File: src/rtl/regfile_scoreboard_if.sv
// Register-file / scoreboard bus: read ports, writeback port, issue port and flush.
// The core drives the master side; the register file sits on the slave side.
interface regfile_scoreboard_if #(
  parameter int XLEN = 32,
  parameter int AW   = 5
);
  logic [AW-1:0]   ra1;
  logic [AW-1:0]   ra2;
  logic [XLEN-1:0] rd1;
  logic [XLEN-1:0] rd2;
  logic            pend1;
  logic            pend2;
  logic            we;
  logic [AW-1:0]   wa;
  logic [XLEN-1:0] wd;
  logic            iss_valid;
  logic [AW-1:0]   iss_rd;
  logic            iss_busy;
  logic            flush;
  logic [AW:0]     pend_cnt;

  modport master (
    output ra1, ra2, we, wa, wd, iss_valid, iss_rd, flush,
    input  rd1, rd2, pend1, pend2, iss_busy, pend_cnt
  );

  modport slave (
    input  ra1, ra2, we, wa, wd, iss_valid, iss_rd, flush,
    output rd1, rd2, pend1, pend2, iss_busy, pend_cnt
  );
endinterface

File: src/rtl/regfile_scoreboard.sv
// Register file with per-register pending (scoreboard) bits for in-order issue.
// Register 0 is hardwired to zero and can never become pending.
module regfile_scoreboard #(
  parameter int XLEN   = 32,
  parameter int AW     = 5,
  parameter int BYPASS = 1
) (
  input  logic               clk,
  input  logic               rst,
  regfile_scoreboard_if.slave bus
);
  localparam int unsigned NREGS = 2 ** AW;
  localparam int          CW    = AW + 1;

  logic [XLEN-1:0]  regs [NREGS];
  logic [NREGS-1:0] pending;
  logic [CW-1:0]    cnt;

  logic wr_hit;
  logic iss_acc;
  logic inc;
  logic dec;
  logic byp1;
  logic byp2;

  always_comb begin
    wr_hit       = bus.we && (bus.wa != '0);
    bus.iss_busy = bus.iss_valid && (bus.iss_rd != '0) && pending[bus.iss_rd]
                   && !(bus.we && (bus.wa == bus.iss_rd));
    iss_acc      = bus.iss_valid && !bus.iss_busy && (bus.iss_rd != '0) && !bus.flush;
    // Counter follows the popcount: a writeback to the register being issued does not clear it.
    inc          = iss_acc && !pending[bus.iss_rd];
    dec          = wr_hit && pending[bus.wa] && !(iss_acc && (bus.iss_rd == bus.wa));
  end

  always_comb begin
    byp1     = (BYPASS != 0) && wr_hit && (bus.wa == bus.ra1);
    byp2     = (BYPASS != 0) && wr_hit && (bus.wa == bus.ra2);
    bus.rd1  = byp1 ? bus.wd : ((bus.ra1 == '0) ? '0 : regs[bus.ra1]);
    bus.rd2  = byp2 ? bus.wd : ((bus.ra2 == '0) ? '0 : regs[bus.ra2]);
    bus.pend1 = pending[bus.ra1] && !byp1;
    bus.pend2 = pending[bus.ra2] && !byp2;
  end

  assign bus.pend_cnt = cnt;

  always_ff @(posedge clk or negedge rst) begin
    if (!rst) begin
      regs    <= '{default: '0};
      pending <= '0;
      cnt     <= '0;
    end else begin
      if (wr_hit) begin
        regs[bus.wa]    <= bus.wd;
        pending[bus.wa] <= 1'b0;
      end
      // Later assignments take priority: issue beats writeback, flush beats both.
      if (iss_acc)
        pending[bus.iss_rd] <= 1'b1;
      if (bus.flush)
        pending <= '0;
      cnt <= bus.flush ? '0 : (cnt + CW'(inc) - CW'(dec));
    end
  end
endmodule
File: src/flat_wrapper.sv
// flat-port wrapper written by rule: the top's interface ports become plain ports
module regfile_scoreboard_flat 
#(
  parameter int XLEN   = 32,
  parameter int AW     = 5,
  parameter int BYPASS = 1
)
  (clk, rst, bus_ra1, bus_ra2, bus_we, bus_wa, bus_wd, bus_iss_valid, bus_iss_rd, bus_flush, bus_rd1, bus_rd2, bus_pend1, bus_pend2, bus_iss_busy, bus_pend_cnt);
  regfile_scoreboard_if #(.XLEN(XLEN), .AW(AW)) bus_i ();
  input  logic clk;
  input  logic rst;
  input wire logic [$bits(bus_i.ra1)-1:0] bus_ra1;
  input wire logic [$bits(bus_i.ra2)-1:0] bus_ra2;
  input wire logic [$bits(bus_i.we)-1:0] bus_we;
  input wire logic [$bits(bus_i.wa)-1:0] bus_wa;
  input wire logic [$bits(bus_i.wd)-1:0] bus_wd;
  input wire logic [$bits(bus_i.iss_valid)-1:0] bus_iss_valid;
  input wire logic [$bits(bus_i.iss_rd)-1:0] bus_iss_rd;
  input wire logic [$bits(bus_i.flush)-1:0] bus_flush;
  output wire logic [$bits(bus_i.rd1)-1:0] bus_rd1;
  output wire logic [$bits(bus_i.rd2)-1:0] bus_rd2;
  output wire logic [$bits(bus_i.pend1)-1:0] bus_pend1;
  output wire logic [$bits(bus_i.pend2)-1:0] bus_pend2;
  output wire logic [$bits(bus_i.iss_busy)-1:0] bus_iss_busy;
  output wire logic [$bits(bus_i.pend_cnt)-1:0] bus_pend_cnt;
  assign bus_i.ra1 = bus_ra1;
  assign bus_i.ra2 = bus_ra2;
  assign bus_i.we = bus_we;
  assign bus_i.wa = bus_wa;
  assign bus_i.wd = bus_wd;
  assign bus_i.iss_valid = bus_iss_valid;
  assign bus_i.iss_rd = bus_iss_rd;
  assign bus_i.flush = bus_flush;
  assign bus_rd1 = bus_i.rd1;
  assign bus_rd2 = bus_i.rd2;
  assign bus_pend1 = bus_i.pend1;
  assign bus_pend2 = bus_i.pend2;
  assign bus_iss_busy = bus_i.iss_busy;
  assign bus_pend_cnt = bus_i.pend_cnt;
  regfile_scoreboard #(.XLEN(XLEN), .AW(AW), .BYPASS(BYPASS)) u_core (.clk(clk), .rst(rst), .bus(bus_i));
endmodule
File: config.mk
export PLATFORM = sky130hd
export DESIGN_NAME = regfile_scoreboard_flat
export DESIGN_NICKNAME = d
export VERILOG_FILES = /design/src/rtl/regfile_scoreboard_if.sv /design/src/rtl/regfile_scoreboard.sv /design/src/flat_wrapper.sv
export SDC_FILE = /design/constraint.sdc
export NUM_CORES = 2
export LEC_CHECK = 0
export CORE_MARGIN = 4
export CORE_UTILIZATION = 65
export CTS_BUF_LIST = sky130_fd_sc_hd__clkbuf_2
export DETAILED_ROUTE_END_ITERATION = 8
export PLACE_DENSITY = 0.88
export RECOVER_POWER = 100
export SLEW_MARGIN = 20
export SYNTH_ARGS = -nofsm -noshare
export SYNTH_HDL_FRONTEND = slang
export SYNTH_SLANG_ARGS = --single-unit
export TNS_END_PERCENT = 5
File: constraint.sdc
create_clock -name clk -period 5.3 [get_ports clk]
set_input_delay 1.06 -clock clk [delete_from_list [all_inputs] [get_ports clk]]
set_output_delay 1.06 -clock clk [all_outputs]
set_load 0.1 [all_outputs]
==> results summary <==
The placer congestion estimate is 0.9416. The DRC violations left is 0. Leaving out fill and tap cells, the most frequent cell in the layout is sky130_fd_sc_hd__dfrtp_1.

The worst min-delay path class is in -> reg. The largest clock skew in the final design came out at 0.1013 ns. The yosys synthesis warning count is 0. In the post-route analysis, the smallest setup slack over all paths is -0.1731 ns. The checks that failed: max-capacitance violations, max-slew violations, negative setup slack. The number of maximum-capacitance violations is 47. The share of total power in combinational logic is 0.266. The via count of the first global-routing pass is 42460. The number of flops mapped to enable cells by yosys came out at 0. The share of total power dissipated in the clock network is 0.250. The final max-slew violation count was 1382. The initial cell density of the core came out at 0.6544. The later pin in the worst-skew pair is clocked with a latency of 1.49 ns. The level count of the clock H-tree came out at 5. The shortest period the worst path allows is 5.473 ns.

Final hold analysis gives a worst-case slack of 0.1594 ns. The run finished, with violations left. Leaving out fill and tap cells, the most frequent cells in the layout are 1062 x sky130_fd_sc_hd__dfrtp_1, 1039 x sky130_fd_sc_hd__mux2_2, 511 x sky130_fd_sc_hd__mux4_2. The power per standard cell area is 351.2 mW/mm².

Summing over every cut layer, the via total after detailed routing is 40390. Counting distinct cell types in the post-synthesis netlist gives 54. The number of buffers inserted by port buffering is 129. The clock buffer count from CTS came out at 289. The final clock period utilization by the worst path is 1.033. The CTS tree is yes. The synthesized net count came out at 4022. The number of hold-slack violations in the final timing report was 0. The synthesized flop and latch total came out at 1062. In the final layout, the share of cells above drive strength 1 is 0.5127. The clock slew at the register clock pins of the worst setup and hold paths is 0.12 ns. The total grt overflow is 0. Data on the critical path is required at its endpoint by 6.57 ns. After synthesis, the share of flip-flops with an asynchronous set or reset is 1.000. The leakage power figure is 0.02779 µW.

In this run, post-CTS repair resized a total of 0 instances. The cell at the root of the clock tree is sky130_fd_sc_hd__clkbuf_2. The global router's overall resource usage is 0.3743. The mapped cell area is 0.05783 mm². The worst-margin pin slew is 3.639 ns. Setup violations remaining at the end of the flow were counted as 47. The number of iterations in the first detailed-routing pass is 6. The worst setup path is of the in -> reg kind. The global-route wire length before repair came out at 263.0 mm. The number of buffers added to fix hold violations after cts is 1. The DRC violation total after the first TritonRoute iteration is 4921. In the global route stage, met3 resource usage came out at 0.1198.

The summed negative setup slack over all endpoints came out at -3.687 ns. The net total in the final layout is 4182. The met1 demand-to-capacity share in global routing is 0.4845. The post-layout instance area is 0.06322 mm². The sequential share of power is 0.484. The highest ir drop seen on vdd is 0.2448 mV. The number of cells in the design after placement is 4991.

The count of nets left with antenna violations once routing finished came out at 0. The die height came out at 306.3 µm. The most crowded layer after global routing is met2. The boundary pin count is 130.

The switching fraction of total power came out at 0.3302. The maximum number of pins on one net before global-route repair came out at 124. The sort of element at the end of the critical path is a register. The clock tree buffer depth came out at 4.

Of all nets on the critical path, the largest fanout is 20. The launching element type of the critical path is an input port. The placed wire-length estimate after detailed placement came out at 105.4 mm.

The initial antenna violation count came out at 3. The post-synthesis average cell area is 14.61 µm². The placed instances occupy a cell area of 0.06160 mm².

The routed length per instance came out at 31.83 µm. Buffers added to address setup during post-CTS repair amount to 0. The mean number of vias per cell came out at 7.401. The area growth from synthesis to layout is 9.307%. The floorplan die width is 306.3 µm. The met2 capacity usage during global routing came out at 0.5606. The final standard cell count with taps included and fillers excluded came out at 5457. After floorplanning, the core was divided into 109 placement rows.

The overall power of the completed layout is 22200 µW. The most used flip-flop cell after synthesis is sky130_fd_sc_hd__dfrtp_1. The clock net in this run drives a total of 1062 sinks. The analysis attributes to net switching a power of 7329 µW. The core footprint came out at 0.08837 mm². The design internal power is 14870 µW. The gate count of the mapped netlist is 3958.

The die outline area came out at 0.09381 mm². Setup repair after global routing left no endpoint under its margin. The worst relative slew slack is -1.426. The fmax came out at 0.1827 GHz.

The portion of the post-synthesis area used by sequential elements came out at 0.4595. Wires add up to 173.7 mm. The signal arrival time at the worst endpoint is 6.75 ns.
==> worst max-delay path, stage by stage <==
cell                            delay (ns)
sky130_fd_sc_hd__dlygate4sd3_1        0.64
sky130_fd_sc_hd__clkbuf_1             0.35
sky130_fd_sc_hd__nand2b_1             0.29
sky130_fd_sc_hd__nor3b_1              0.47
sky130_fd_sc_hd__nor2b_1              1.90
sky130_fd_sc_hd__clkbuf_1             1.56
sky130_fd_sc_hd__mux2_2               0.44
==> logic make-up after synthesis <==
family / share of synthesized area
simple gates: 0.02155
flops: 0.4595
xor+xnor: 0.003029
buf+inv: 0.03578
compound gates: 0.04139
fa+ha+maj: 0.001644
mux: 0.4371
==> sequential cells by signal (all words and copies together), names as in the netlist <==
| register | cells |
|---|---|
| u_core.regs | 1024 |
| u_core.bus.pend_cnt | 6 |
| u_core.pending | 32 |
==> path summary, 6_finish.rpt <==
kind,start,to,slack [ns],cells after the start
worst max-delay path,bus_wa[2],u_core.regs[394],-0.17,7
worst min-delay path,bus_wd[2],u_core.regs[962],0.16,2
worst max register to register,u_core.pending[11],u_core.bus.pend_cnt[4],1.97,13
worst min register to register,u_core.regs[1014],u_core.regs[1014],0.40,0
max in group asynchronous,rst,u_core.regs[136],1.14,3
min in group asynchronous,rst,u_core.regs[304],0.98,2
==> cell type report <==
type | count | area (µm²)
Inverter | 39 | 146.4
Tap cell | 1165 | 1458
Clock inverter | 73 | 362.8
Multi-Input combinational cell | 2403 | 29260
Antenna cell | 3 | 7.507
Sequential cell | 1062 | 26580
Clock buffer | 389 | 1947
Fill cell | 5539 | 25160
Timing Repair Buffer | 323 | 3463
==> power groups by stage <==
stage / clock network, µW / registers, µW / logic (µW)
detailed placement: 0 / 10800 / 5930
CTS: 5610 / 10700 / 5950
global route: 6050 / 10900 / 6220
global placement: 0 / 10700 / 5740
floorplan: 0 / 10500 / 4370
finish: 5550 / 10700 / 5900
==> synth_stat cells (all sizes together) (35+ instances only) <==
cell,number,share of area
dfrtp,1062,0.46
a221oi,35,0.0054
nand2,111,0.0072
clkbuf,253,0.016
a21oi,50,0.0043
mux2,1045,0.20
mux2i,200,0.035
inv,37,0.0024
nor2,92,0.0060
o21ai,84,0.0073
mux4,511,0.20
buf,201,0.017
==> through the flow <==
step	setup slack [ns]	util
4_1_cts	0.3092	0.7232
3_3_place_gp	0.4202	0.6970
2_1_floorplan	-0.6137	-
3_5_place_dp	0.3199	0.6970
6_report	-0.1731	0.7153
5_1_grt	0.07458	0.7153
==> routing by layer <==
metal | share of wire | vias up
met5 | 0.000058 | -
met1 | 0.35 | 20940
met4 | 0.065 | 2
li1 | - | 15650
met3 | 0.13 | 758
met2 | 0.46 | 3035
(Power assumes the default switching activity.)
